<file path="config.mk">
export PLATFORM = sky130hd
export DESIGN_NAME = yuyin_play_ctrl
export DESIGN_NICKNAME = d
export VERILOG_FILES = /design/src/rtl/yuyin_play_ctrl_pkg.sv /design/src/rtl/yuyin_onewire_tx.sv /design/src/rtl/yuyin_play_ctrl.sv
export SDC_FILE = /design/constraint.sdc
export NUM_CORES = 1
export LEC_CHECK = 0
export BUFFER_PORTS_ARGS = -buffer_cell sky130_fd_sc_hd__buf_2
export CAP_MARGIN = 5
export CELL_PAD_IN_SITES_DETAIL_PLACEMENT = 1
export CELL_PAD_IN_SITES_GLOBAL_PLACEMENT = 1
export CORE_MARGIN = 10
export CORE_UTILIZATION = 53
export CTS_BUF_LIST = sky130_fd_sc_hd__clkbuf_4
export DETAILED_ROUTE_END_ITERATION = 12
export GPL_TIMING_DRIVEN = 0
export PLACE_DENSITY_LB_ADDON = 0.2
export SLEW_MARGIN = 10
export SYNTH_ARGS = -nofsm -noshare
export SYNTH_HDL_FRONTEND = slang
export SYNTH_SLANG_ARGS = --single-unit
</file>
<file path="constraint.sdc">
create_clock -name clk -period 6.4 [get_ports clk]
set_input_delay 0.32 -clock clk [delete_from_list [all_inputs] [get_ports clk]]
set_output_delay 0.32 -clock clk [all_outputs]
set_load 0.005 [all_outputs]
</file>
<file path="src/rtl/yuyin_play_ctrl_pkg.sv">
// Shared types and helpers for the voice-chip one-wire playback controller.
package yuyin_play_ctrl_pkg;

  // Transmit FSM states for the one-wire serialiser
  typedef enum logic [2:0] {
    IDLE,
    START,
    BIT_HI,
    BIT_LO,
    GAP
  } tx_state_t;

  // Byte sent to the voice chip to halt playback
  localparam logic [7:0] STOP_CODE_DEFAULT = 8'hFE;

  // Width of a down-counter able to hold the longest phase of a frame
  function automatic int cnt_width(input int t_unit, input int start_cycles,
                                   input int gap_cycles);
    int max_v;
    max_v = start_cycles;
    if (gap_cycles > max_v) max_v = gap_cycles;
    if (3 * t_unit > max_v) max_v = 3 * t_unit;
    return $clog2(max_v + 1);
  endfunction

endpackage

</file>
<file path="src/rtl/yuyin_onewire_tx.sv">
// One-wire serialiser: start-low pulse, 8 pulse-width coded bits LSB first,
// then a line-high gap before the next frame may begin.
module yuyin_onewire_tx
  import yuyin_play_ctrl_pkg::*;
#(
  parameter int T_UNIT       = 10000,
  parameter int START_CYCLES = 250000,
  parameter int GAP_CYCLES   = 500000
) (
  input  logic       clk,
  input  logic       rst_n,
  input  logic [7:0] tx_byte,
  input  logic       tx_valid,
  output logic       tx_ready,
  output logic       voice_data,
  output logic       tx_busy,
  output logic       tx_done
);

  localparam int CW = cnt_width(T_UNIT, START_CYCLES, GAP_CYCLES);
  localparam logic [CW-1:0] CNT_ONE   = CW'(1);
  localparam logic [CW-1:0] CNT_TWO   = CW'(2);
  localparam logic [CW-1:0] CNT_START = CW'(START_CYCLES);
  localparam logic [CW-1:0] CNT_GAP   = CW'(GAP_CYCLES);
  localparam logic [CW-1:0] CNT_SHORT = CW'(T_UNIT);
  localparam logic [CW-1:0] CNT_LONG  = CW'(3 * T_UNIT);
  localparam logic          GAP_IS_ONE = (GAP_CYCLES == 1);

  tx_state_t     state;
  logic [CW-1:0] cnt;
  logic [7:0]    shreg;
  logic [2:0]    bit_idx;

  // A new byte is only accepted while the line is idle
  assign tx_ready = (state == IDLE);

  // Frame sequencer: every phase loads the down-counter on entry and advances at 1
  always_ff @(posedge clk or negedge rst_n) begin
    if (!rst_n) begin
      state      <= IDLE;
      cnt        <= '0;
      shreg      <= '0;
      bit_idx    <= '0;
      voice_data <= 1'b1;
      tx_busy    <= 1'b0;
      tx_done    <= 1'b0;
    end else begin
      tx_done <= 1'b0;
      case (state)
        IDLE: begin
          voice_data <= 1'b1;
          if (tx_valid) begin
            shreg      <= tx_byte;
            bit_idx    <= '0;
            cnt        <= CNT_START;
            voice_data <= 1'b0;
            tx_busy    <= 1'b1;
            state      <= START;
          end
        end
        START: begin
          if (cnt == CNT_ONE) begin
            bit_idx    <= '0;
            cnt        <= shreg[0] ? CNT_LONG : CNT_SHORT;
            voice_data <= 1'b1;
            state      <= BIT_HI;
          end else begin
            cnt <= cnt - CNT_ONE;
          end
        end
        BIT_HI: begin
          if (cnt == CNT_ONE) begin
            cnt        <= shreg[0] ? CNT_SHORT : CNT_LONG;
            voice_data <= 1'b0;
            state      <= BIT_LO;
          end else begin
            cnt <= cnt - CNT_ONE;
          end
        end
        BIT_LO: begin
          if (cnt == CNT_ONE) begin
            voice_data <= 1'b1;
            if (bit_idx == 3'd7) begin
              cnt     <= CNT_GAP;
              tx_done <= GAP_IS_ONE;
              state   <= GAP;
            end else begin
              bit_idx <= bit_idx + 3'd1;
              shreg   <= {1'b0, shreg[7:1]};
              cnt     <= shreg[1] ? CNT_LONG : CNT_SHORT;
              state   <= BIT_HI;
            end
          end else begin
            cnt <= cnt - CNT_ONE;
          end
        end
        GAP: begin
          voice_data <= 1'b1;
          if (cnt == CNT_ONE) begin
            tx_busy <= 1'b0;
            state   <= IDLE;
          end else begin
            cnt     <= cnt - CNT_ONE;
            tx_done <= (cnt == CNT_TWO);
          end
        end
        default: begin
          voice_data <= 1'b1;
          tx_busy    <= 1'b0;
          state      <= IDLE;
        end
      endcase
    end
  end

endmodule

</file>
<file path="src/rtl/yuyin_play_ctrl.sv">
// Voice playback controller: turns decoded voice commands into requests,
// keeps one pending command, and hands bytes to the one-wire serialiser.
module yuyin_play_ctrl
  import yuyin_play_ctrl_pkg::*;
#(
  parameter int         T_UNIT       = 10000,
  parameter int         START_CYCLES = 250000,
  parameter int         GAP_CYCLES   = 500000,
  parameter logic [7:0] STOP_CODE    = STOP_CODE_DEFAULT
) (
  input  logic       clk,
  input  logic       rst_n,
  input  logic [6:0] yuyin_addr,
  input  logic [1:0] yuyin_one_en,
  output logic       voice_data,
  output logic       tx_busy,
  output logic       tx_done
);

  logic [1:0] en_q;
  logic [6:0] addr_q;
  logic       play_now;
  logic       stop_now;
  logic       slot_valid;
  logic       slot_stop;
  logic [7:0] slot_byte;
  logic       slot_take;
  logic       tx_ready;

  // Play on a rising play bit, or on an address change while play is held
  assign play_now  = yuyin_one_en[0] & (~en_q[0] | (yuyin_addr != addr_q));
  assign stop_now  = yuyin_one_en[1] & ~en_q[1];
  assign slot_take = slot_valid & tx_ready;

  // Previous-cycle copies of the request inputs for edge/change detection
  always_ff @(posedge clk or negedge rst_n) begin
    if (!rst_n) begin
      en_q   <= '0;
      addr_q <= '0;
    end else begin
      en_q   <= yuyin_one_en;
      addr_q <= yuyin_addr;
    end
  end

  // One-deep pending slot: newest request wins, but a queued stop is never displaced by a play
  always_ff @(posedge clk or negedge rst_n) begin
    if (!rst_n) begin
      slot_valid <= 1'b0;
      slot_stop  <= 1'b0;
      slot_byte  <= '0;
    end else if (stop_now) begin
      slot_valid <= 1'b1;
      slot_stop  <= 1'b1;
      slot_byte  <= STOP_CODE;
    end else if (play_now && !(slot_valid && slot_stop && !slot_take)) begin
      slot_valid <= 1'b1;
      slot_stop  <= 1'b0;
      slot_byte  <= {1'b0, yuyin_addr};
    end else if (slot_take) begin
      slot_valid <= 1'b0;
      slot_stop  <= 1'b0;
    end
  end

  yuyin_onewire_tx #(
    .T_UNIT      (T_UNIT),
    .START_CYCLES(START_CYCLES),
    .GAP_CYCLES  (GAP_CYCLES)
  ) u_tx (
    .clk       (clk),
    .rst_n     (rst_n),
    .tx_byte   (slot_byte),
    .tx_valid  (slot_valid),
    .tx_ready  (tx_ready),
    .voice_data(voice_data),
    .tx_busy   (tx_busy),
    .tx_done   (tx_done)
  );

endmodule

</file>
==> flow_summary.toml, run 1 <==
[power]
seq_power_share_pct = 53.4
swShare_pct = 33.5
ir_drop_uv = 158
clkPwrFrac_pct = 22.8
power_leakage_nw = 1.38
p_per_area_nw_per_um2 = 271
combinationalPowerShare_pct = 23.8
p_int_mw = 0.590
power_mw = 0.888
switching_power_mw = 0.298

[sta]
holdWs_ns = 0.0693
skew_ns = 0.0206
worst_slew_pin_slew_ns = 1.02
fin_crit_sh_pct = 44.8
rsz0062_at_grt = "false"
fin_setup_tns_ns = 0
slew_headroom_pct = 31.3
slew_violations = 0
fmax_mhz = 348
finalCriticalPeriod_ns = 2.87
setup_viol = 0
finalHoldViolations = 0

[worst_setup_path]
critical_path_class = "reg2reg"
path_common_cell = "o21ai_0"
timing.rr.end = "u_tx.cnt[9]"
path_delay_family = "simple AND/OR/NAND/NOR gates"
path_max_fanout = 10
crit_arrival_ns = 3.16
crit_chain = "nor4_1 > and4b_1 > nand4b_1 > clkbuf_1 > o21ai_0 > o21ai_0 > a32o_1"
max_stage_delay_ns = 0.72
path_buf_inv = 1
cp-startpoint = "u_tx.cnt[5]"
worstReg2RegStart = "u_tx.cnt[5]"
critPathSlowestCell = "nor4_1"
cp-end-kind = "flop"
cp-endpoint = "u_tx.cnt[9]"
path_depth = 7
r2r_slack_ns = 3.53
start_kind = "flop"
reg2regPathDepth = 7
required_ns = 6.69

[cells_and_area]
final_util_pct = 59.5
drive_gt1_share_pct = 11.8
diodes = 0
final_cells = 418
syn_to_final_growth_pct = 8.36
nets = 361
most-common-layout-cells = "dfrtp_1, nand2_1, o21ai_0"
layout_commonest_cell = "dfrtp_1"

[floorplan]
initial_core_util_pct = 54.9
rows = 27
die_x_um = 95.5
core_area_um2 = 5510
pin_count = 14
die_area_um2 = 9120
die_h_um = 95.5

[global_routing]
grt_antenna_before_repair = 0
track_usage_pct = 18.7
grt_max_degree = 56
gr-total-overflow = 0
grt_pass1_vias = 2736
grt_pass1_wl_um = 13600

[clocking]
clk_latency_ns = 0.38
path_clk_slew_ns = 0.17
cts_made_buffers = 5
cts_buffer_depth = 2
cts_tree = "built"
cts_max_level = 2
root_buffer = "clkbuf_4"
clkSinkCount = 55
post-cts-setup-buffers = 0

[synthesis]
synth-main-ff-cell = "dfrtp_1"
synth_nets = 340
synth_cell_types = 52
async_flop_share_pct = 100
ys_seq_elements = 55
yosysSeqAreaShare_pct = 45.6
yosysTopAreaCellShare_pct = 44.7
netlist_area_um2 = 3020
synth_warnings = 0
avgSynthCellArea_um2 = 9.33
postSynthCellCount = 324
synth_top_area_cell = "dfrtp_1"
synthTopCellsByArea = "dfrtp_1, mux2i_1, o21ai_0, nand2_1, a21oi_1"
synth-edff-count = 0

[place]
gp_congestion = 0.879
io_buffer_count = 13
place_inst = 409
hpwl_um = 5940

[min_path]
hp-class = "in2reg"

[drt]
vias = 2587
vias_per_cell = 6.19
drt-initial-drc-count = 112
drtAntennaViolNets = 0
drt_first_pass_iters = 4
drc = 0
wirelength_um = 8070
wl_per_cell_um = 19.3

[run_status]
outcome = "complete, no violations"

[flow_run]
drv_cap = 0
==> registers in the layout, summed over array words and instances (netlist names) <==
register and flops:
addr_q 7, en_q 2, slot_byte 8, slot_stop 1, slot_valid 1, u_tx.bit_idx 3, u_tx.cnt 19, u_tx.shreg 8
u_tx.state 3, u_tx.tx_busy 1, u_tx.tx_done 1, u_tx.voice_data 1
==> through the flow <==
stage	area, um2	setup slack, ns
global route	3280	3.39
global placement	3180	3.70
finish	3280	3.53
CTS	3260	3.58
detailed placement	3180	3.62
floorplan	3020	3.97
==> metal layers <==
metal | vias up | wire length [um] | GRT usage [%]
li1 | 1238 | - | -
met1 | 1270 | 3480 | 22.7
met2 | 65 | 4050 | 32.3
met3 | 14 | 432 | 3.38
met4 | 0 | 106 | 6.39
met5 | - | 0 | 0
==> timing repair <==
| action | in CTS | in global routing |
|---|---|---|
| hold buffers | 0 | 1 |
| gates resized for setup | 0 | 0 |
| endpoints found under the hold margin | 0 | 32 |
==> cell families (layout without fill, tap and decap cells) <==
| family | Yosys count | count (layout) | share of synthesized area, % |
|---|---|---|---|
| AND/OR/NAND/NOR | 127 | 127 | 22.2 |
| AO/OA/AOI/OAI | 87 | 87 | 18.3 |
| flip-flops | 55 | 55 | 45.6 |
| buffers and inverters | 22 | 44 | 2.94 |
| multiplexers | 18 | 18 | 6.00 |
| XOR/XNOR | 10 | 10 | 2.90 |
| adder cells (fa/ha/maj) | 5 | 5 | 2.07 |
==> power groups by stage <==
| stage | Sequential (mW) | Combinational (mW) | Clock (mW) |
|---|---|---|---|
| after global routing | 0.485 | 0.238 | 0.222 |
| after detailed placement | 0.480 | 0.209 | 0 |
| after floorplan | 0.458 | 0.160 | 0 |
| after global placement | 0.473 | 0.197 | 0 |
| final | 0.474 | 0.211 | 0.203 |
| after CTS | 0.473 | 0.211 | 0.208 |
==> final cells by class <==
class / count / area, um2
Inverter: 7 / 26.3
Fill cell: 645 / 2230
Clock buffer: 5 / 37.5
Clock inverter: 3 / 47.5
Timing Repair Buffer: 14 / 77.6
Sequential cell: 55 / 1380
Multi-Input combinational cell: 247 / 1560
Buffer: 15 / 62.6
Tap cell: 72 / 90.1
==> Yosys cell counts, types with 4 or more instances <==
library cell,instances
dfrtp_1,54
nand2_1,31
o21ai_0,29
nor2_1,22
a21oi_1,20
mux2i_1,17
nor3_1,13
clkbuf_1,12
nand3_1,12
xnor2_1,10
inv_1,7
or2_2,7
or3_1,7
nor4_1,6
a211oi_1,5
ha_1,5
o31ai_1,4
or4_4,4
==> worst min path at each step <==
stage               startpoint   endpoint  slack [ns]  cells after the start
2_1_floorplan            rst_n  addr_q[0]        0.02                      0
3_3_place_gp   yuyin_one_en[0]    en_q[0]        0.45                      1
3_5_place_dp   yuyin_one_en[0]    en_q[0]        0.45                      1
4_1_cts          yuyin_addr[4]  addr_q[4]        0.05                      1
5_1_grt          yuyin_addr[6]  addr_q[6]        0.03                      1
6_report       yuyin_one_en[0]    en_q[0]        0.07                      1
Power figures use the tool's default switching activity.
==> inputs of run 2 (changes only) <==
Settings changed: CORE_UTILIZATION 53 to 45.
Clock period 6.4 ns to 2.5 ns, I/O delays scaled along.
==> flow_summary.toml, run 2 (synthesized netlist as in run 1, its figures left out) <==
[clocking]
cts_made_buffers = 5
cts_tree = "built"
cts_max_level = 2
root_buffer = "clkbuf_4"
cts_buffer_depth = 2
clk_latency_ns = 0.39
path_clk_slew_ns = 0.17
clkSinkCount = 55

[worst_setup_path]
required_ns = 2.80
path_max_fanout = 5
worstReg2RegStart = "u_tx.cnt[9]"
cp-startpoint = "u_tx.cnt[9]"
critical_path_class = "reg2reg"
path_delay_family = "simple AND/OR/NAND/NOR gates"
path_depth = 7
crit_chain = "or4_4 > or4_4 > nor2_4 > buf_6 > buf_4 > nor4_1 > a221o_1"
start_kind = "flop"
r2r_slack_ns = -0.04
max_stage_delay_ns = 0.57
critPathSlowestCell = "or4_4"
cp-endpoint = "u_tx.cnt[6]"
path_buf_inv = 2
cp-end-kind = "flop"
crit_arrival_ns = 2.84
path_common_cell = "or4_4"
reg2regPathDepth = 7
timing.rr.end = "u_tx.cnt[6]"

[cells_and_area]
largest_reg_flops = 19
diodes = 0
nets = 389
syn_to_final_growth_pct = 21.0
layout_commonest_cell = "dfrtp_1"
top_regs = "u_tx.cnt: 19 flops, slot_byte: 8 flops, u_tx.shreg: 8 flops"
most-common-layout-cells = "dfrtp_1, nand2_1, o21ai_0"
max_flop_register = "u_tx.cnt"
drive_gt1_share_pct = 23.8
fill_cells = 725

[drt]
drt-initial-drc-count = 122
vias_per_cell = 6.17
drtAntennaViolNets = 0
wl_per_cell_um = 20.9
drt_first_pass_iters = 4
vias = 2784
wirelength_um = 9430
drc = 0

[sta]
skew_ns = 0.00830
fmax_mhz = 393
slew_violations = 0
worst_slew_pin_slew_ns = 0.781
setup_viol = 3
finalCriticalPeriod_ns = 2.54
finalHoldViolations = 0
rsz0062_at_grt = "true"
finalWorstSetupSlack_ns = -0.0449
slew_headroom_pct = 47.7
fin_crit_sh_pct = 102

[floorplan]
core_area_um2 = 6420
die_area_um2 = 10400
pin_count = 14
rows = 29
die_h_um = 102
die_x_um = 102
initial_core_util_pct = 47.1

[global_routing]
gr-total-overflow = 0
track_usage_pct = 17.6
grt_max_degree = 33
grt_pass1_wl_um = 14700
grt_antenna_before_repair = 0
grt_pass1_vias = 2824

[run_status]
failed_checks = "setup timing"
outcome = "finished with violations"

[power]
ir_drop_uv = 407
power_mw = 2.40
p_per_area_nw_per_um2 = 656
power_leakage_nw = 1.54

[place]
hpwl_um = 6190
gp_congestion = 0.845
dp_slack_ns = -0.302
io_buffer_count = 13

[flow_run]
drv_cap = 0

[min_path]
hp-class = "in2async"
==> run 2: cell type report <==
class | instances | area (um2) | share of cell area [%]
Clock inverter | 3 | 27.5 | 0.752
Inverter | 7 | 26.3 | 0.718
Multi-Input combinational cell | 247 | 1680 | 45.8
Buffer | 13 | 71.3 | 1.95
Clock buffer | 5 | 37.5 | 1.03
Timing Repair Buffer | 44 | 339 | 9.27
Tap cell | 77 | 96.3 | 2.63
Sequential cell | 55 | 1380 | 37.8
==> run 2: metrics by stage <==
step / std cells / util, % / instance area, um2 / setup TNS (ns) / hold slack [ns]
2_1_floorplan: 324 / - / 3020 / 0 / -0.171
3_3_place_gp: 414 / 49.6 / 3180 / -3.50 / 0.253
3_5_place_dp: 415 / 49.9 / 3200 / -4.31 / 0.145
4_1_cts: 440 / 54.0 / 3470 / -0.0120 / 0.255
5_1_grt: 451 / 57.0 / 3660 / -1.03 / 0.276
6_report: 451 / 57.0 / 3660 / -0.0898 / 0.232
==> run 2: what timing repair did <==
action	in CTS	in global routing
endpoints found under the hold margin	36	0
pin swaps	2	14
hold buffers	10	0
endpoints found under the setup margin	28	33
gates resized for setup	15	35
buffers inserted	8	12
==> run 2: worst register-to-register path, cell delays in order, from the launching register on <==
cell     delay, ns
dfrtp_2       0.48
or4_4         0.56
or4_4         0.57
nor2_4        0.19
buf_6         0.14
buf_4         0.15
nor4_1        0.06
a221o_1       0.31
==> run 2: worst min path at each step <==
| stage | start | to | slack (ns) | depth (start not counted) |
|---|---|---|---|---|
| 6_report | rst_n | u_tx.cnt[3] | 0.23 | 2 |
| 5_1_grt | rst_n | u_tx.tx_busy | 0.28 | 2 |
| 4_1_cts | rst_n | en_q[0] | 0.25 | 2 |
| 3_5_place_dp | rst_n | u_tx.cnt[3] | 0.15 | 1 |
| 3_3_place_gp | yuyin_one_en[0] | en_q[0] | 0.25 | 1 |
| 2_1_floorplan | rst_n | addr_q[0] | -0.17 | 0 |
==> run 2: power by group <==
| group | switching [mW] | internal (mW) |
|---|---|---|
| sequential | 0.182 | 1.05 |
| clock | 0.317 | 0.119 |
| combinational | 0.360 | 0.374 |
==> run 2: metal layers <==
metal | global-route usage (%) | wire length [um] | vias to the layer above
met5 | 0 | 0 | -
met4 | 4.45 | 216 | 0
met3 | 3.44 | 343 | 17
met2 | 30.4 | 4860 | 55
met1 | 22.1 | 4020 | 1420
li1 | - | - | 1292
==> inputs of run 3 (changes only) <==
Settings changed: SETUP_SLACK_MARGIN from default to 0.05.
==> flow_summary.toml, run 3 (synthesized netlist as in run 1, its figures left out) <==
[min_path]
hp-class = "in2async"

[cells_and_area]
syn_to_final_growth_pct = 22.3
diodes = 0
final_cells = 454
nets = 392
drive_gt1_share_pct = 24.7
layout_commonest_cell = "dfrtp_1"
top_regs = "u_tx.cnt: 19 flops, slot_byte: 8 flops, u_tx.shreg: 8 flops"
max_flop_register = "u_tx.cnt"
largest_reg_flops = 19
fill_cells = 715
final_area_um2 = 3700
most-common-layout-cells = "dfrtp_1, nand2_1, nor2_1, buf_4, o21ai_0"

[place]
io_buffer_count = 13
placed_area_um2 = 3200
hpwl_um = 6190
place_inst = 415
gp_congestion = 0.845
dp_slack_ns = -0.302

[global_routing]
track_usage_pct = 18.0
grt_antenna_before_repair = 0
grt_pass1_wl_um = 15100
grt_max_degree = 33
grt_pass1_vias = 2954
gr-total-overflow = 0

[power]
switching_power_mw = 0.846
ir_drop_uv = 407
swShare_pct = 35.5
seq_power_share_pct = 50.6
power_leakage_nw = 1.57
clkPwrFrac_pct = 18.5
p_int_mw = 1.54
combinationalPowerShare_pct = 30.9
p_per_area_nw_per_um2 = 644

[floorplan]
pin_count = 14
initial_core_util_pct = 47.1
die_h_um = 102
die_area_um2 = 10400
rows = 29
core_area_um2 = 6420
die_x_um = 102

[worst_setup_path]
start_kind = "flop"
required_ns = 2.81
crit_chain = "or4_4 > or4_4 > o21ai_2 > or2_2 > a31oi_1 > a221o_2"
critPathSlowestCell = "or4_4"
path_common_cell = "or4_4"
crit_arrival_ns = 2.86
critical_path_class = "reg2reg"
path_max_fanout = 5
cp-end-kind = "flop"
max_stage_delay_ns = 0.57

[clocking]
clk_latency_ns = 0.40
path_clk_slew_ns = 0.18
cts_tree = "built"
root_buffer = "clkbuf_4"
cts_max_level = 2
cts_buffer_depth = 2
clkSinkCount = 55
cts_made_buffers = 5

[sta]
fin_crit_sh_pct = 102
worst_slew_pin_slew_ns = 0.759
slew_headroom_pct = 49.2
slew_violations = 0
fin_setup_tns_ns = -0.0681
finalWorstSetupSlack_ns = -0.0484
finalCriticalPeriod_ns = 2.55
finalHoldViolations = 0
skew_ns = 0.0115
fmax_mhz = 392
setup_viol = 4
rsz0062_at_grt = "true"
holdWs_ns = 0.220

[drt]
wl_per_cell_um = 20.3
vias = 2782
drc = 0
drtAntennaViolNets = 0
drt-initial-drc-count = 152
drt_first_pass_iters = 4
wirelength_um = 9220
vias_per_cell = 6.13

[flow_run]
drv_cap = 0

[run_status]
failed_checks = "setup timing"
outcome = "finished with violations"
==> run 3: changes by cell type in the layout (fill, tap and decap cells not counted), sizes merged <==
cell	before	now
buf	38	42
clkbuf	14	13
==> run 3: stage by stage <==
step	util (%)	total power, mW
floorplan	-	1.58
global placement	49.6	1.72
detailed placement	49.9	1.76
CTS	55.2	2.33
global route	57.6	2.51
finish	57.6	2.38
==> run 3: layer usage <==
layer / part of all wire (%) / GRT usage (%) / vias to the layer above
li1: - / - / 1296
met1: 45 / 22.2 / 1423
met2: 50 / 30.8 / 48
met3: 3.5 / 3.37 / 15
met4: 2.2 / 6.07 / 0
met5: 0 / 0 / -
==> run 3: power by group through the flow <==
| stage | Combinational, mW | Sequential [mW] | Clock, mW |
|---|---|---|---|
| global placement | 0.505 | 1.22 | 0 |
| floorplan | 0.408 | 1.17 | 0 |
| global route | 0.807 | 1.23 | 0.481 |
| detailed placement | 0.530 | 1.23 | 0 |
| CTS | 0.687 | 1.20 | 0.444 |
| finish | 0.736 | 1.21 | 0.440 |
==> run 3: layout make-up <==
type	instances	area [um2]	area share (%)
Clock buffer	5	37.5	1.02
Multi-Input combinational cell	247	1680	45.4
Buffer	13	75.1	2.03
Inverter	7	26.3	0.711
Timing Repair Buffer	47	372	10.1
Clock inverter	3	27.5	0.745
Sequential cell	55	1380	37.4
Tap cell	77	96.3	2.61
==> run 3: repair_timing <==
item | 4_1_cts | 5_1_grt
setup endpoints to repair | 31 | 36
buffers inserted | 14 | 8
gates cloned | 0 | 1
hold buffers | 10 | 0
hold endpoints to repair | 36 | 0
pin swaps | 5 | 10
gates resized for setup | 24 | 28
==> run 3: path summary, 6_finish.rpt <==
kind / start / slack, ns / cells past startpoint / to
setup / recovery: u_tx.cnt[9] / -0.05 / 6 / u_tx.cnt[5]
hold / removal: rst_n / 0.22 / 2 / u_tx.cnt[6]
setup reg to reg: u_tx.cnt[9] / -0.05 / 6 / u_tx.cnt[5]
hold reg to reg: u_tx.shreg[4] / 0.52 / 2 / u_tx.shreg[4]
max in group asynchronous: rst_n / 1.70 / 3 / u_tx.state[2]
min in group clk: yuyin_one_en[1] / 0.39 / 2 / en_q[1]
==> run 3: worst max-delay path: cells and delay by family, from the launching register on <==
kind	cells	cell delay, ns
AOI/OAI and AO/OA	3	0.69
DFF	1	0.47
and+or+nand+nor	3	1.30
